==> src/rtl/scoreboard_pkg.sv <==
// Shared constants and helpers for the two-player score keeper:
// BCD digit width, 7-segment glyph table, digit-select codes and scan order.
package scoreboard_pkg;

  localparam int BCD_W = 4;

  // Glyphs for digits 0..9, active-high, bit order gfedcba.
  localparam logic [6:0] SEG_TABLE [0:9] = '{
    7'h3F, 7'h06, 7'h5B, 7'h4F, 7'h66,
    7'h6D, 7'h7D, 7'h07, 7'h7F, 7'h6F
  };

  localparam logic [6:0] SEG_BLANK = 7'h00;

  // One-hot digit selects, in display scan order.
  localparam logic [3:0] DIG_P1_TENS  = 4'b0001;
  localparam logic [3:0] DIG_P1_UNITS = 4'b0010;
  localparam logic [3:0] DIG_P2_TENS  = 4'b0100;
  localparam logic [3:0] DIG_P2_UNITS = 4'b1000;

  typedef enum logic [1:0] {
    SCAN_P1_TENS  = 2'd0,
    SCAN_P1_UNITS = 2'd1,
    SCAN_P2_TENS  = 2'd2,
    SCAN_P2_UNITS = 2'd3
  } scan_e;

  // Decimal constant to two-digit packed BCD {tens, units}.
  function automatic logic [2*BCD_W-1:0] to_bcd(input int value);
    return {BCD_W'(value / 10), BCD_W'(value % 10)};
  endfunction

  // Digit to glyph; non-decimal codes show nothing.
  function automatic logic [6:0] seg_encode(input logic [BCD_W-1:0] digit);
    if (digit < BCD_W'(10)) return SEG_TABLE[digit];
    return SEG_BLANK;
  endfunction

endpackage

==> src/rtl/bcd_score_counter.sv <==
// One player's score: rising-edge detection on the up/down requests,
// saturating two-digit BCD up/down count and synchronous clear.
module bcd_score_counter
  import scoreboard_pkg::*;
#(
  parameter int MAX_SCORE = 99
) (
  input  logic                 clk,
  input  logic                 rst_n,
  input  logic                 up,
  input  logic                 down,
  input  logic                 clear,
  output logic [2*BCD_W-1:0]   score
);

  localparam logic [2*BCD_W-1:0] MAX_BCD = to_bcd(MAX_SCORE);

  logic up_q;
  logic down_q;
  // Low until the first edge after reset release, so a request that is
  // already high at release only loads the history and is never counted.
  logic primed;

  logic up_evt;
  logic down_evt;
  logic [BCD_W-1:0] tens;
  logic [BCD_W-1:0] units;
  logic [2*BCD_W-1:0] score_inc;
  logic [2*BCD_W-1:0] score_dec;

  assign up_evt   = primed & up   & ~up_q;
  assign down_evt = primed & down & ~down_q;

  assign tens  = score[2*BCD_W-1:BCD_W];
  assign units = score[BCD_W-1:0];

  // BCD neighbours of the current score, with digit carry/borrow.
  always_comb begin
    // NOTE: every always_comb output gets a default first so no path can leave it unassigned and infer a latch.
    score_inc = score;
    score_dec = score;
    if (units == BCD_W'(9)) score_inc = {tens + BCD_W'(1), BCD_W'(0)};
    else                    score_inc = {tens, units + BCD_W'(1)};
    if (units == BCD_W'(0)) score_dec = {tens - BCD_W'(1), BCD_W'(9)};
    else                    score_dec = {tens, units - BCD_W'(1)};
  end

  // Request history and score register; clear wins over any event.
  always_ff @(posedge clk or negedge rst_n) begin
    if (!rst_n) begin
      up_q   <= 1'b0;
      down_q <= 1'b0;
      primed <= 1'b0;
      score  <= '0;
    end else begin
      // NOTE: sequential state uses non-blocking assignments so every flop samples pre-edge values.
      up_q   <= up;
      down_q <= down;
      primed <= 1'b1;
      if (clear) begin
        score <= '0;
      end else if (up_evt && !down_evt) begin
        if (score != MAX_BCD) score <= score_inc;
      end else if (down_evt && !up_evt) begin
        if (score != '0) score <= score_dec;
      end
    end
  end

endmodule

==> src/rtl/score_keeper.sv <==
// Two-player score keeper: two BCD score counters plus a four-digit
// multiplexed 7-segment display scanned one digit per clock.
module score_keeper
  import scoreboard_pkg::*;
#(
  parameter int MAX_SCORE = 99
) (
  input  logic               clk_1khz,
  input  logic               rst_i,
  input  logic               p1_up_i,
  input  logic               p1_down_i,
  input  logic               p2_up_i,
  input  logic               p2_down_i,
  input  logic               clear_i,
  output logic [2*BCD_W-1:0] score_p1_o,
  output logic [2*BCD_W-1:0] score_p2_o,
  output logic [6:0]         seg_o,
  output logic [3:0]         dig_sel_o
);

  bcd_score_counter #(.MAX_SCORE(MAX_SCORE)) u_p1 (
    .clk   (clk_1khz),
    .rst_n (rst_i),
    .up    (p1_up_i),
    .down  (p1_down_i),
    .clear (clear_i),
    .score (score_p1_o)
  );

  bcd_score_counter #(.MAX_SCORE(MAX_SCORE)) u_p2 (
    .clk   (clk_1khz),
    .rst_n (rst_i),
    .up    (p2_up_i),
    .down  (p2_down_i),
    .clear (clear_i),
    .score (score_p2_o)
  );

  scan_e            scan_idx;
  scan_e            scan_next;
  logic [BCD_W-1:0] digit;
  logic             is_tens;
  logic [3:0]       sel_next;
  logic [6:0]       seg_next;

  assign scan_next = scan_e'(scan_idx + 2'd1);

  // Pick the digit and select for the slot the scan moves into, so the
  // registered outputs always match the scan index they are shown with.
  always_comb begin
    digit    = '0;
    is_tens  = 1'b0;
    sel_next = DIG_P1_TENS;
    case (scan_next)
      SCAN_P1_TENS: begin
        digit    = score_p1_o[2*BCD_W-1:BCD_W];
        is_tens  = 1'b1;
        sel_next = DIG_P1_TENS;
      end
      SCAN_P1_UNITS: begin
        digit    = score_p1_o[BCD_W-1:0];
        sel_next = DIG_P1_UNITS;
      end
      SCAN_P2_TENS: begin
        digit    = score_p2_o[2*BCD_W-1:BCD_W];
        is_tens  = 1'b1;
        sel_next = DIG_P2_TENS;
      end
      SCAN_P2_UNITS: begin
        digit    = score_p2_o[BCD_W-1:0];
        sel_next = DIG_P2_UNITS;
      end
      default: ;
    endcase
    // Leading zero suppression applies to tens digits only.
    seg_next = (is_tens && digit == '0) ? SEG_BLANK : seg_encode(digit);
  end

  // Scan index plus select and segment registers, all updated together.
  always_ff @(posedge clk_1khz or negedge rst_i) begin
    if (!rst_i) begin
      scan_idx  <= SCAN_P1_TENS;
      dig_sel_o <= DIG_P1_TENS;
      seg_o     <= SEG_BLANK;
    end else begin
      scan_idx  <= scan_next;
      dig_sel_o <= sel_next;
      seg_o     <= seg_next;
    end
  end

endmodule

==> config.mk <==
export PLATFORM = sky130hd
export DESIGN_NAME = score_keeper
export DESIGN_NICKNAME = d
export VERILOG_FILES = /design/src/rtl/scoreboard_pkg.sv /design/src/rtl/bcd_score_counter.sv /design/src/rtl/score_keeper.sv
export SDC_FILE = /design/constraint.sdc
export NUM_CORES = 1
export LEC_CHECK = 0
export CELL_PAD_IN_SITES_DETAIL_PLACEMENT = 1
export CELL_PAD_IN_SITES_GLOBAL_PLACEMENT = 1
export CORE_UTILIZATION = 38
export CTS_CLUSTER_DIAMETER = 150
export DETAILED_ROUTE_END_ITERATION = 10
export GPL_TIMING_DRIVEN = 0
export PLACE_DENSITY_LB_ADDON = 0.1
export SLEW_MARGIN = 0
export SYNTH_ARGS = -nofsm -noshare
export SYNTH_HDL_FRONTEND = slang
export SYNTH_SLANG_ARGS = --single-unit
==> constraint.sdc <==
create_clock -name clk_1khz -period 2.4 [get_ports clk_1khz]
set_input_delay 0.48 -clock clk_1khz [delete_from_list [all_inputs] [get_ports clk_1khz]]
set_output_delay 0.48 -clock clk_1khz [all_outputs]
set_load 0.05 [all_outputs]
# After elaboration in Yosys (flattened, before gate mapping)
# Memories as Yosys holds them, arrays and structs flattened.
# Cells that the tools add are included.
# classes
n_bitwise,13
n_reduce_logical,26
n_mux,23
n_lt_le_gt_ge,2
n_addsub,9
multipliers,0
div,0
n_eq_ne,11
shift,0
# ops
operator,count
8-bit two-way mux,14
7-bit two-way mux,5
4-bit case mux with 4 select lines,2
3-bit nonzero test,6
"4-bit by 1-bit adder with 4-bit output, second input constant",4
"8-bit inequality test, second input constant",2
8-bit nonzero test,2
"4-bit by 1-bit subtractor with 4-bit output, second input constant",4
4-bit zero test,3
5-bit AND reduction,2
1-bit bitwise AND,8
"4-bit equality test, second input constant",2
"3-bit by 2-bit inequality test with 1-bit output, second input constant",2
"3-bit inequality test, second input constant",2
3-bit AND reduction,2
"5-bit >= comparator, second input constant",1
1-bit logical AND,5
4-bit inverter with 5-bit output,1
"2-bit equality test, second input constant",2
1-bit zero test,4
"4-bit less-than comparator, second input constant",1
1-bit inverter,4
"2-bit by 1-bit adder with 2-bit output, second input constant",1
"2-bit by 1-bit equality test with 1-bit output, second input constant",1
3 further kinds,4
# word_totals
wordCells,97
latchBits,0
register_bits,34
memories,1
in_bits,7
output_inout_bits,27
ram_bits,0
romBits,112
# mem_list
memory,depth,word_bits,rd,rd_clocked_by_memory_dff,wr,line_no,source
(no name shown),16,7,1,0,0,scoreboard_pkg.sv:35,if (digit < BCD_W'(10)) return SEG_TABLE[digit];

# Logic depth before layout (Yosys ltp)
# depth
word_depth,10
depth_mapped,11
ltp_nobuf,11

# By module
# Synthesis repeated with hierarchy kept, for this count alone.
# unflattened
cells_unflattened,243
hier_area_um2,2567.5
# by_module_without_submodules
module,n_inst,area_each_um2,cells_per_inst,seq_area_each_um2
bcd_score_counter,2,890.9,89,275.3
score_keeper,1,785.8,65,326.6

# Least setup slack after synthesis
# OpenSTA, ideal clock, no wires.
# synth_path
path_type,reg2reg
startpoint,reg u_p2.score[0]
endpoint,reg seg_o[4]
setup_time_ns,0.121
n_path_buf,1
required_time_ns,2.279
setup_slack_ns,-0.235
t_arrival_ns,2.514
synth_period_minus_slack_ns,2.635
stages_incl_launch_ff,10
path_cell_list,dfrtp_1 -> clkbuf_1 -> a222oi_1 -> nand2_1 -> o21ai_0 -> ha_1 -> nand4_1 -> a31oi_1 -> nor2_1 -> a22o_1
# synth_between
elab_chain_cells,8
elab_cells_between_ends,12
cone_classes,order compare (1); mux (7); bitwise (1); reduce/logical (2); memory (1)
# synth_lines
element,line_no,source
start: declaration,bcd_score_counter.sv:13,output logic [2*BCD_W-1:0] score
start signal: assignment,bcd_score_counter.sv:63,if (score != MAX_BCD) score <= score_inc;
start signal: assignment,bcd_score_counter.sv:65,if (score != '0) score <= score_dec;
4-bit case mux with 4 select lines (*),score_keeper.sv:54,case (scan_next)
4-bit inverter with 5-bit output (not written as such),scoreboard_pkg.sv:35,
memory read 16 x 7 bit,n/a,
7-bit two-way mux (not written as such) (2 in a row),scoreboard_pkg.sv:35,
7-bit two-way mux,scoreboard_pkg.sv:35,
7-bit two-way mux,scoreboard_pkg.sv:36,return SEG_BLANK;
7-bit two-way mux (*),score_keeper.sv:76,seg_next = (is_tens && digit == '0) ? SEG_BLANK : seg_encode(digit);
via seg_next[4],score_keeper.sv:44,logic [6:0] seg_next;
end signal: assignment,score_keeper.sv:88,seg_o <= seg_next;
end: declaration,score_keeper.sv:17,"output logic [6:0] seg_o,"
# Mark *: on every way through the listed nets, which the timed path passes. The rest lies on a longest branch. The select of a mux whose other input is x is not followed.
# A chain may end at the register's enable or synchronous reset.

# Final worst setup path
# layout_path
startpoint,reg scan_idx[1]
endpoint,reg seg_o[0]
# layout_between
elab_chain_cells,10
elab_cells_between_ends,19
cone_classes,add/sub (1); order compare (1); eq/ne (3); mux (8); bitwise (1); reduce/logical (4); memory (1)
# layout_lines
element,line_no,source
start: declaration,score_keeper.sv:39,scan_e scan_idx;
start signal: assignment,score_keeper.sv:86,scan_idx <= scan_next;
2-bit by 1-bit adder with 2-bit output (*),score_keeper.sv:46,assign scan_next = scan_e'(scan_idx + 2'd1);
2-bit equality test (tied with other cells),score_keeper.sv:54,
4-bit case mux with 4 select lines,score_keeper.sv:54,
4-bit inverter with 5-bit output (not written as such),scoreboard_pkg.sv:35,
memory read 16 x 7 bit,n/a,
7-bit two-way mux (not written as such) (2 in a row),scoreboard_pkg.sv:35,
7-bit two-way mux,scoreboard_pkg.sv:35,
7-bit two-way mux,scoreboard_pkg.sv:36,
7-bit two-way mux (*),score_keeper.sv:76,
via seg_next[0],score_keeper.sv:44,
# Marks and branches as above.

==> key figures <==
CTS
  – CTS Hold Buffers Added: 0
  – Clock root cell: clkbuf_8
  – CTS Buf Count: 5
  – Reg clk slew, reported paths: ~0.07 ns
  – CTS H-Tree Depth: 2
  – Clock Path Buffers: 2
  – Clock tree from TritonCTS: built
  – Clock Latency Late Sink: roughly 0.29 ns
  – Clk sink count: 34

Timing
  – Final Hold Fails: 0
  – Fmax: approximately 400 MHz
  – # setup viols final: 7
  – Skew final: 0.00676 ns
  – Worst hold margin: roughly 0.27 ns
  – Max Slew Vio Count: 0
  – RSZ-0062 raised after global routing: yes
  – Tcrit/Tclk final: 103%
  – Fin crit period: around 2.5 ns
  – Worst Slack Setup Final: -0.0715 ns
  – Slew HR: between 40% and 50%
  – Worst-Margin Slew: a little over 0.8 ns

Power
  – PwrDens: a little under 1000 mW/mm2
  – P_leak: 0.00130 uW
  – Worst vdd ir: between 600 and 700 uV
  – Power, Total: just over 3000 uW

Yosys
  – Largest family of logic cells by synthesized area: compound AO/OA/AOI/OAI gates
  – Mapped Cells: approximately 270
  – Post-synthesis cell type count: 63
  – Asr flop ratio synth: 100%
  – Mux cell area share after synthesis: less than 1%
  – Synth Net Count: between 200 and 300
  – Simple-Gate Fraction of Synth Area: about 22%
  – Synth Area in Compound Gates: a little under a quarter
  – Post-synth EDFFs: 0
  – Adder-Cell Fraction of Synth Area: between 10% and 20%
  – Synth Area in XOR/XNOR: between 2 and 3%
  – Post-synthesis sequential area ratio: a little over a third
  – Mean post-synth cell area: ~9 um2
  – Yosys warning count: 0
  – Synthesized area: 0.00240 mm2
  – #FFs+latches synth: 34
  – Main flop type after synthesis: dfrtp_1

GRT
  – Initial antenna violation count: 0
  – First-pass GRT wire length: roughly 11 mm
  – Largest net degree at the start of global routing: 35
  – Total GRT Usage: 22.7%
  – Vias in the first global route: around 2,300
  – Total gr overflow: 0

Final layout
  – Layout fillers: between 700 and 800
  – Fin nets: 346
  – P&R area growth vs syn: 32.6%
  – Final Util: ~53%
  – Design area: 0.00318 mm2
  – Share of layout cells above drive strength 1: 20.6%
  – Antenna fix cells: 0

Die
  – IO Count: 34
  – Cell row count: 28
  – Core ar.: 0.00599 mm2
  – Initial Util: approximately 40%
  – Chip height: around 81 um
  – Die area: 0.00663 mm2
  – Die span in x: slightly above 80 um

Placed design
  – DPL Wire Length: around 4.6 mm
  – Cell Area, Placed: around 0.0028 mm2
  – Worst slack, placed: -0.464 ns
  – Routability congestion estimate: roughly 0.8
  – IO buf count: 33

Critical path
  – CP Launch Type: flip-flop
  – Arr. time, crit path: approximately 2.6 ns
  – Crit Path Class: flip-flop to flip-flop
  – R2R Path Start: scan_idx[1]
  – Crit path max fanout: 8
  – Crit. End Element: flip-flop
  – Worst Path Required: roughly 2.5 ns
  – Critical Path Start: scan_idx[1]

Routing
  – Routed wire length on met3: approximately 180 um
  – Post-DR wirelength/cell: around 17 um
  – Met2 wire len: 3.45 mm
  – DRT antenna net count: 0
  – Final WL: 6.78 mm
  – Post-route DRC violation count: 0
  – DR iter-0 viols: 97
  – DR vias/cell: about 5.7
  – Pre-antenna DRT Iters: 4
  – M1 wire length: ~3.1 mm
  – Vias post-DR: ~2,200
  – Max layer used: met4

Flow run
  – Max-cap viol count: 0

Min path
  – Hold Crit Class: input port to async pin

Status
  – Failing checks: negative setup slack
  – Status: finished with violations
worst paths after layout:
kind	to	slack (ns)	cells past startpoint
max in group asynchronous	u_p1.score[1]	1.55	1
min	u_p2.down_q	0.27	1
max reg2reg	seg_o[0]	-0.07	10
min in group clk_1khz	u_p2.score[1]	0.63	2
min reg2reg	u_p2.score[1]	0.63	2
max	seg_o[0]	-0.07	10
power by group:
group	switching, uW	total [uW]	internal (uW)
combinational	1110	1760	654
clock	218	529	311
sequential	104	804	699
total	1430	3100	1660
registers in the layout, summed over array words and instances (netlist names):
register	flops
u_p2.score	8
seg_o	7
u_p2.up_q	1
u_p2.primed	1
u_p1.up_q	1
u_p1.down_q	1
scan_idx	2
dig_sel_o	4
u_p2.down_q	1
u_p1.score	8
per-stage QoR:
step	cells	setup TNS, ns
2_1_floorplan	267	-0.0114
3_3_place_gp	375	-5.46
3_5_place_dp	375	-5.58
4_1_cts	393	0
5_1_grt	395	-1.44
6_report	395	-0.217
kinds of logic after synthesis:
| family | count (synthesis) |
|---|---|
| flip-flops | 34 |
| other | 1 |
| buffers and inverters | 31 |
| AND/OR/NAND/NOR | 96 |
| AO/OA/AOI/OAI | 76 |
| multiplexers | 2 |
| XOR/XNOR | 7 |
| adder cells (fa/ha/maj) | 20 |
cells in the final DEF (no fill, tap or decap), drive strengths merged, types with 3 or more instances in the layout:
master,n
dfrtp,33
clkdlybuf4s50,32
nand2,28
ha,20
buf,20
a21oi,16
inv,15
clkbuf,15
nor2,14
o21ai,13
nor3,10
xnor2,7
a21o,6
nand3,6
nand2b,5
o31ai,5
nor2b,5
a31oi,4
a222oi,3
a22oi,3
o211ai,3
nand3b,3
o311ai,3
nor4b,3
nor4,3
or4,3
layer usage:
metal	vias up	track usage (%)
met4	0	7.32
met1	1123	28.0
met5	-	0
li1	1073	-
met2	42	40.0
met3	7	3.56
Yosys cell counts, types with 4 or more instances:
master,instances,area share [%]
o21ai_0,12,2.5
nand2_1,28,4.4
nor2b_1,5,1.3
inv_1,16,2.5
nor2_1,14,2.2
a21oi_1,15,3.1
clkbuf_1,8,1.3
nand3_1,6,1.3
ha_1,20,10
a21o_1,6,1.9
o31ai_1,5,1.6
dfrtp_1,33,34
nand2b_1,5,1.3
xnor2_1,7,2.6
a31oi_1,4,1.0
nor3_1,10,2.1
critical path, cell delays in order, from the launching register on:
cell	delay (ns)
dfrtp_1	0.42
buf_4	0.16
ha_4	0.16
a222oi_1	0.30
and2_1	0.21
a21o_1	0.15
ha_4	0.17
nand4_1	0.13
a31oi_4	0.32
or3_1	0.15
o311ai_0	0.14
final cells by class:
| class | count | area (um2) | area share, % |
|---|---|---|---|
| timing repair buffer | 45 | 419 | 13.2 |
| tap | 75 | 93.8 | 2.95 |
| multi-input combinational | 202 | 1550 | 48.7 |
| sequential | 34 | 860 | 27.0 |
| inverter | 16 | 66.3 | 2.09 |
| clock buffer | 7 | 76.3 | 2.40 |
| clock inverter | 1 | 30.0 | 0.945 |
| buffer | 15 | 85.1 | 2.68 |
repair_timing:
action,4_1_cts,5_1_grt
resized for setup,24,11
endpoints found under the setup margin,9,17
cloned,0,0
setup buffers,10,2
pin swaps,5,0
Power figures use the tool's default switching activity.
